File: config.mk
export PLATFORM = sky130hd
export DESIGN_NAME = vector_mac_unit_flat
export DESIGN_NICKNAME = d
export VERILOG_FILES = /design/src/rtl/vector_mac_unit_if.sv /design/src/rtl/vector_mac_unit.sv /design/src/flat_wrapper.sv
export SDC_FILE = /design/constraint.sdc
export NUM_CORES = 1
export LEC_CHECK = 0
export ABC_AREA = 1
export BUFFER_PORTS_ARGS = -buffer_cell sky130_fd_sc_hd__buf_2
export CAP_MARGIN = 5
export CORE_UTILIZATION = 45
export CTS_CLUSTER_DIAMETER = 150
export DETAILED_ROUTE_END_ITERATION = 6
export HOLD_SLACK_MARGIN = 0.08
export PLACE_DENSITY = 0.67
export SETUP_SLACK_MARGIN = 0.1
export SYNTH_ARGS = -nofsm -noshare
export SYNTH_HDL_FRONTEND = slang
export SYNTH_SLANG_ARGS = --single-unit
File: constraint.sdc
create_clock -name clk -period 9.1 [get_ports clk]
set_clock_uncertainty 0.2 [all_clocks]
set_input_delay 2.275 -clock clk [delete_from_list [all_inputs] [get_ports clk]]
set_output_delay 2.275 -clock clk [all_outputs]
set_load 0.1 [all_outputs]
File: src/rtl/vector_mac_unit_if.sv
// Handshake bundle for vector_mac_unit: operand input side,
// systolic xin forward and result output side.
interface vector_mac_unit_if #(
  parameter int DATA_W = 8,
  parameter int ACC_W  = 32
);
  logic                     in_valid;
  logic                     in_ready;
  logic signed [DATA_W-1:0] xin;
  logic signed [DATA_W-1:0] w;
  logic signed [DATA_W-1:0] xout;
  logic                     xout_valid;
  logic                     out_valid;
  logic                     out_ready;
  logic signed [ACC_W-1:0]  accum;
  logic                     sat_flag;

  modport master (
    output in_valid, xin, w, out_ready,
    input  in_ready, xout, xout_valid,
    input  out_valid, accum, sat_flag
  );

  modport slave (
    input  in_valid, xin, w, out_ready,
    output in_ready, xout, xout_valid,
    output out_valid, accum, sat_flag
  );
endinterface

File: src/rtl/vector_mac_unit.sv
// Signed dot-product MAC: multiply stage, accumulate stage, result reg.
// Define MAC_SAT_EN for saturating accumulation with a sticky sat_flag.
module vector_mac_unit #(
  parameter int DATA_W  = 8,
  parameter int ACC_W   = 32,
  parameter int VEC_LEN = 16
) (
  input  logic        clk,
  input  logic        rst,
  input  logic        clear,
  output logic        busy,
  vector_mac_unit_if.slave bus
);
  localparam int CNT_W = $clog2(VEC_LEN + 1);
  localparam int PW    = 2 * DATA_W;
  localparam logic [CNT_W-1:0] LAST = CNT_W'(VEC_LEN - 1);

  logic [CNT_W-1:0]         count;
  logic                     s1_valid;
  logic                     s1_first;
  logic                     s1_last;
  logic signed [PW-1:0]     prod;
  logic                     s2_valid;
  logic                     s2_last;
  logic signed [ACC_W-1:0]  acc;
  logic                     sat_acc;
  logic signed [ACC_W-1:0]  accum;
  logic                     sat;
  logic                     out_valid;
  logic signed [DATA_W-1:0] xout;
  logic                     xout_valid;

  logic                     advance;
  logic                     accept;
  logic signed [PW-1:0]     prod_d;
  logic signed [ACC_W-1:0]  addend;
  logic signed [ACC_W-1:0]  base;
  logic signed [ACC_W-1:0]  sum;
  logic                     sat_d;

  assign advance      = ~(out_valid & ~bus.out_ready);
  assign bus.in_ready = advance & ~clear & rst;
  assign accept       = bus.in_valid & bus.in_ready;

  assign prod_d = PW'(bus.xin) * PW'(bus.w);
  assign addend = ACC_W'(prod);
  assign base   = s1_first ? '0 : acc;

`ifdef MAC_SAT_EN
  logic [ACC_W:0] wide;
  logic           ovf;

  assign wide = {base[ACC_W-1], base} + {addend[ACC_W-1], addend};
  assign ovf  = wide[ACC_W] ^ wide[ACC_W-1];

  always_comb begin
    sum = wide[ACC_W-1:0];
    if (ovf)
      sum = wide[ACC_W] ? {1'b1, {(ACC_W-1){1'b0}}}
                        : {1'b0, {(ACC_W-1){1'b1}}};
  end

  assign sat_d = (~s1_first & sat_acc) | ovf;
`else
  assign sum   = base + addend;
  assign sat_d = 1'b0;
`endif

  always_ff @(posedge clk) begin
    if (!rst) begin
      count      <= '0;
      s1_valid   <= 1'b0;
      s1_first   <= 1'b0;
      s1_last    <= 1'b0;
      prod       <= '0;
      s2_valid   <= 1'b0;
      s2_last    <= 1'b0;
      acc        <= '0;
      sat_acc    <= 1'b0;
      accum      <= '0;
      sat        <= 1'b0;
      out_valid  <= 1'b0;
      xout       <= '0;
      xout_valid <= 1'b0;
    end else begin
      xout_valid <= accept;
      if (accept)
        xout <= bus.xin;
      if (out_valid && bus.out_ready)
        out_valid <= 1'b0;
      if (clear) begin
        count    <= '0;
        s1_valid <= 1'b0;
        s2_valid <= 1'b0;
        acc      <= '0;
        sat_acc  <= 1'b0;
        sat      <= 1'b0;
      end else if (advance) begin
        s1_valid <= accept;
        if (accept) begin
          prod     <= prod_d;
          s1_first <= (count == '0);
          s1_last  <= (count == LAST);
          count    <= (count == LAST) ? '0 : count + 1'b1;
        end
        s2_valid <= s1_valid;
        if (s1_valid) begin
          acc     <= sum;
          sat_acc <= sat_d;
          s2_last <= s1_last;
          if (s1_first)
            sat <= 1'b0;
        end
        // a finishing vector's flag wins over the next vector's first load
        if (s2_valid && s2_last) begin
          accum     <= acc;
          out_valid <= 1'b1;
          sat       <= sat_acc;
        end
      end
    end
  end

  assign bus.xout       = xout;
  assign bus.xout_valid = xout_valid;
  assign bus.out_valid  = out_valid;
  assign bus.accum      = accum;
  assign bus.sat_flag   = sat;
  assign busy = (count != '0) | s1_valid | s2_valid;
endmodule

File: src/flat_wrapper.sv
// flat-port wrapper written by rule: the top's interface ports become plain ports
module vector_mac_unit_flat 
#(
  parameter int DATA_W  = 8,
  parameter int ACC_W   = 32,
  parameter int VEC_LEN = 16
)
  (clk, rst, clear, busy, bus_in_valid, bus_xin, bus_w, bus_out_ready, bus_in_ready, bus_xout, bus_xout_valid, bus_out_valid, bus_accum, bus_sat_flag);
  vector_mac_unit_if #(.DATA_W(DATA_W), .ACC_W(ACC_W)) bus_i ();
  input  logic clk;
  input  logic rst;
  input  logic clear;
  output logic busy;
  input wire logic [$bits(bus_i.in_valid)-1:0] bus_in_valid;
  input wire logic [$bits(bus_i.xin)-1:0] bus_xin;
  input wire logic [$bits(bus_i.w)-1:0] bus_w;
  input wire logic [$bits(bus_i.out_ready)-1:0] bus_out_ready;
  output wire logic [$bits(bus_i.in_ready)-1:0] bus_in_ready;
  output wire logic [$bits(bus_i.xout)-1:0] bus_xout;
  output wire logic [$bits(bus_i.xout_valid)-1:0] bus_xout_valid;
  output wire logic [$bits(bus_i.out_valid)-1:0] bus_out_valid;
  output wire logic [$bits(bus_i.accum)-1:0] bus_accum;
  output wire logic [$bits(bus_i.sat_flag)-1:0] bus_sat_flag;
  assign bus_i.in_valid = bus_in_valid;
  assign bus_i.xin = bus_xin;
  assign bus_i.w = bus_w;
  assign bus_i.out_ready = bus_out_ready;
  assign bus_in_ready = bus_i.in_ready;
  assign bus_xout = bus_i.xout;
  assign bus_xout_valid = bus_i.xout_valid;
  assign bus_out_valid = bus_i.out_valid;
  assign bus_accum = bus_i.accum;
  assign bus_sat_flag = bus_i.sat_flag;
  vector_mac_unit #(.DATA_W(DATA_W), .ACC_W(ACC_W), .VEC_LEN(VEC_LEN)) u_core (.clk(clk), .rst(rst), .clear(clear), .busy(busy), .bus(bus_i));
endmodule
==> impl_metrics.csv <==
group,metric,value,unit
logic_synthesis,synth-seq-area-share,22.4,%
timing,hold_ws,263,ps
cells_and_area,final_nets,1549,
die,core_area,19500,µm²
clock_network,cts.repair.resized,0,
die,start_util,46.0,%
global_routing,grt_pass1_vias,7649,
cells_and_area,layout_commonest_cell,"nand2_1",
logic_synthesis,netlist.area_leader.share,22.4,%
power,ir_worst_vdd,162,µV
global_routing,grt_util_all_layers,22.4,%
global_routing,grt_max_degree,64,
logic_synthesis,avgSynthCellArea,6.49,µm²
logic_synthesis,synth_top_cell_by_area,"dfxtp_1",
clock_network,cts_hold_buf,0,
timing,fin_tns_setup,0,ps
timing,post-route-period-util,73.7,%
power,leakage,5.60,nW
logic_synthesis,synth_area,8950,µm²
timing,finalHoldViolCount,0,
clock_network,cts_setup_buffers,0,
clock_network,clockBufferDepth,2,
power,p_per_area,160,nW/µm²
route,drtPass1Iterations,5,
run,drv_cap,0,
timing,slew_headroom,24.6,%
logic_synthesis,synth_seq_cells,100,
setup_path,end_kind,"output port",
timing,finalSetupViolations,0,
logic_synthesis,syn_nets,1518,
route,via_count,7976,
route,drt-initial-drc-count,390,
clock_network,cts_tree,"built",
logic_synthesis,synth_compound_area_share,11.9,%
cells_and_area,final_cell_mix,"344 x nand2_1, 337 x inv_1, 113 x a21oi_1, 100 x dfxtp_1, 84 x nor2_1",
clock_network,clk_pin_slew,80,ps
global_routing,grt_pass1_wl,36.2,mm
clock_network,clk_latency,370,ps
logic_synthesis,netlist_top_cells_area,"dfxtp_1 22%, nand2_1 14%, inv_1 14%, fa_1 13%, ha_1 8.7%",
die,die_x,143,µm
timing,rsz0062_at_grt,"no",
logic_synthesis,yosys.area_share.simple,25.8,%
route,drcViolationCount,0,
logic_synthesis,syn_inst,1379,
logic_synthesis,synthXorXnorAreaFrac,1.96,%
die,chipHeight,143,µm
cells_and_area,final_area,9720,µm²
cells_and_area,drive_above_1_share,8.55,%
logic_synthesis,synth-edff-count,0,
cells_and_area,area_growth_syn_to_layout,8.57,%
global_routing,grt_overflow,0,
logic_synthesis,synth_top_family_by_area,"simple AND/OR/NAND/NOR gates",
route,viasPerCell,4.75,
die,io_pins,66,
logic_synthesis,synthAdderAreaFrac,21.2,%
clock_network,clock-root-buffer,"clkbuf_16",
cells_and_area,final_util,49.9,%
logic_synthesis,async_flop_share,0,%
timing,drv_slew,0,
clock_network,cts_buffers,9,
power,fin_total_pwr,1.56,mW
setup_path,path_class,"primary input to output port",
placed_design,port_buffers,64,
timing,fmax,149,MHz
logic_synthesis,synth_ff_type,"dfxtp_1",
placed_design,placed_cell_area,9420,µm²
die,rows,51,
logic_synthesis,synthMuxAreaShare,0,%
placed_design,hpwl,16.7,mm
clock_network,cts.sinks,100,
setup_path,critical_path_required,6630,ps
route,detail-route-antenna-nets,0,
run_status,status,"finished clean",
placed_design,gp_congestion,0.963,
logic_synthesis,synth_cell_types,41,
setup_path,worst-path-max-fanout,47,
setup_path,worstSetupStartpointType,"primary input",
setup_path,reg2reg_depth,13,
hold_path,holdPathStages,2,
die,die_area,20500,µm²
route,finalWirelength,20.9,mm
logic_synthesis,ys_warn_count,0,
cells_and_area,diodes,0,
timing,fin_crit,6710,ps
hold_path,hold_class,"register to register",
timing,worstMarginPinSlew,1130,ps
clock_network,htreeDepth,3,
route,wl_per_cell,12.4,µm
setup_path,cp.arrival,4230,ps
global_routing,antenna_found_initial,0,
-- cells in the mapped netlist (3+ instances only) --
| cell type | instances |
|---|---|
| nor2_1 | 84 |
| fa_1 | 56 |
| nor2_4 | 3 |
| o21bai_1 | 6 |
| ha_1 | 62 |
| nor2_2 | 6 |
| xor2_1 | 15 |
| o21ai_1 | 5 |
| inv_2 | 6 |
| nand2_1 | 344 |
| nand4_1 | 10 |
| nor3_2 | 4 |
| o21ai_0 | 62 |
| nand3_1 | 66 |
| xnor2_1 | 5 |
| nand2_2 | 12 |
| buf_2 | 6 |
| nor3_1 | 8 |
| or2_2 | 4 |
| clkbuf_1 | 33 |
| and2_1 | 4 |
| o211ai_1 | 4 |
| o21a_1 | 4 |
| a21oi_1 | 113 |
| inv_1 | 337 |
| dfxtp_1 | 100 |
-- per-stage QoR --
step | setup slack, ps | cells
finish | 2390 | 1680
global route | 2180 | 1680
CTS | 2340 | 1680
detailed placement | 2350 | 1664
global placement | 2400 | 1664
floorplan | 2760 | 1379
-- flip-flops by register name, indices dropped and copies added (netlist names), 5 cells and up --
register / count
u_core.acc: 32
u_core.bus.xout: 8
u_core.prod: 16
u_core.bus.accum: 32
u_core.count: 5
-- final timing paths --
kind                                   startpoint                         endpoint  slack (ps)
hold reg to reg   u_core.bus.xout[5]$_SDFFE_PN0P_  u_core.bus.xout[5]$_SDFFE_PN0P_         260
hold / removal    u_core.bus.xout[5]$_SDFFE_PN0P_  u_core.bus.xout[5]$_SDFFE_PN0P_         260
setup / recovery                              rst                     bus_in_ready        2390
setup reg to reg     u_core.s1_first$_SDFFE_PN0P_      u_core.acc[30]$_SDFFE_PP0P_        6080
-- per-layer routing --
layer / vias up / track usage, % / wire [µm]
met2: 122 / 36.7 / 9260
met3: 16 / 2.95 / 812
met5: - / 0 / 0
met1: 3614 / 30.9 / 10600
met4: 0 / 5.49 / 228
li1: 4224 / - / -
-- kinds of logic (layout without fill, tap and decap cells) --
group | after synthesis | count (layout)
AND/OR/NAND/NOR | 549 | 549
AO/OA/AOI/OAI | 201 | 201
XOR/XNOR | 20 | 20
flip-flops | 100 | 100
other | 1 | 1
adder cells (fa/ha/maj) | 118 | 118
buffers and inverters | 390 | 426
-- power breakdown --
part	leakage [nW]	switching, mW	total, mW	internal [mW]
sequential	0.810	0.0115	0.460	0.448
combinational	4.65	0.453	0.708	0.255
clock	0.148	0.195	0.390	0.195
total	5.60	0.659	1.56	0.898
-- critical path, stage by stage --
cell,delay (ps)
buf_2,600
inv_2,340
nor2_4,240
inv_4,180
nor2_4,140
buf_2,440
-- cell type report --
cell class	count	area, µm²
multi-input combinational	889	5450
tap	265	332
clock buffer	9	225
inverter	344	1290
timing repair buffer	66	335
clock inverter	7	73.8
sequential	100	2000
fill	1996	9750
Note: power is estimated with default switching activity, not from simulation.
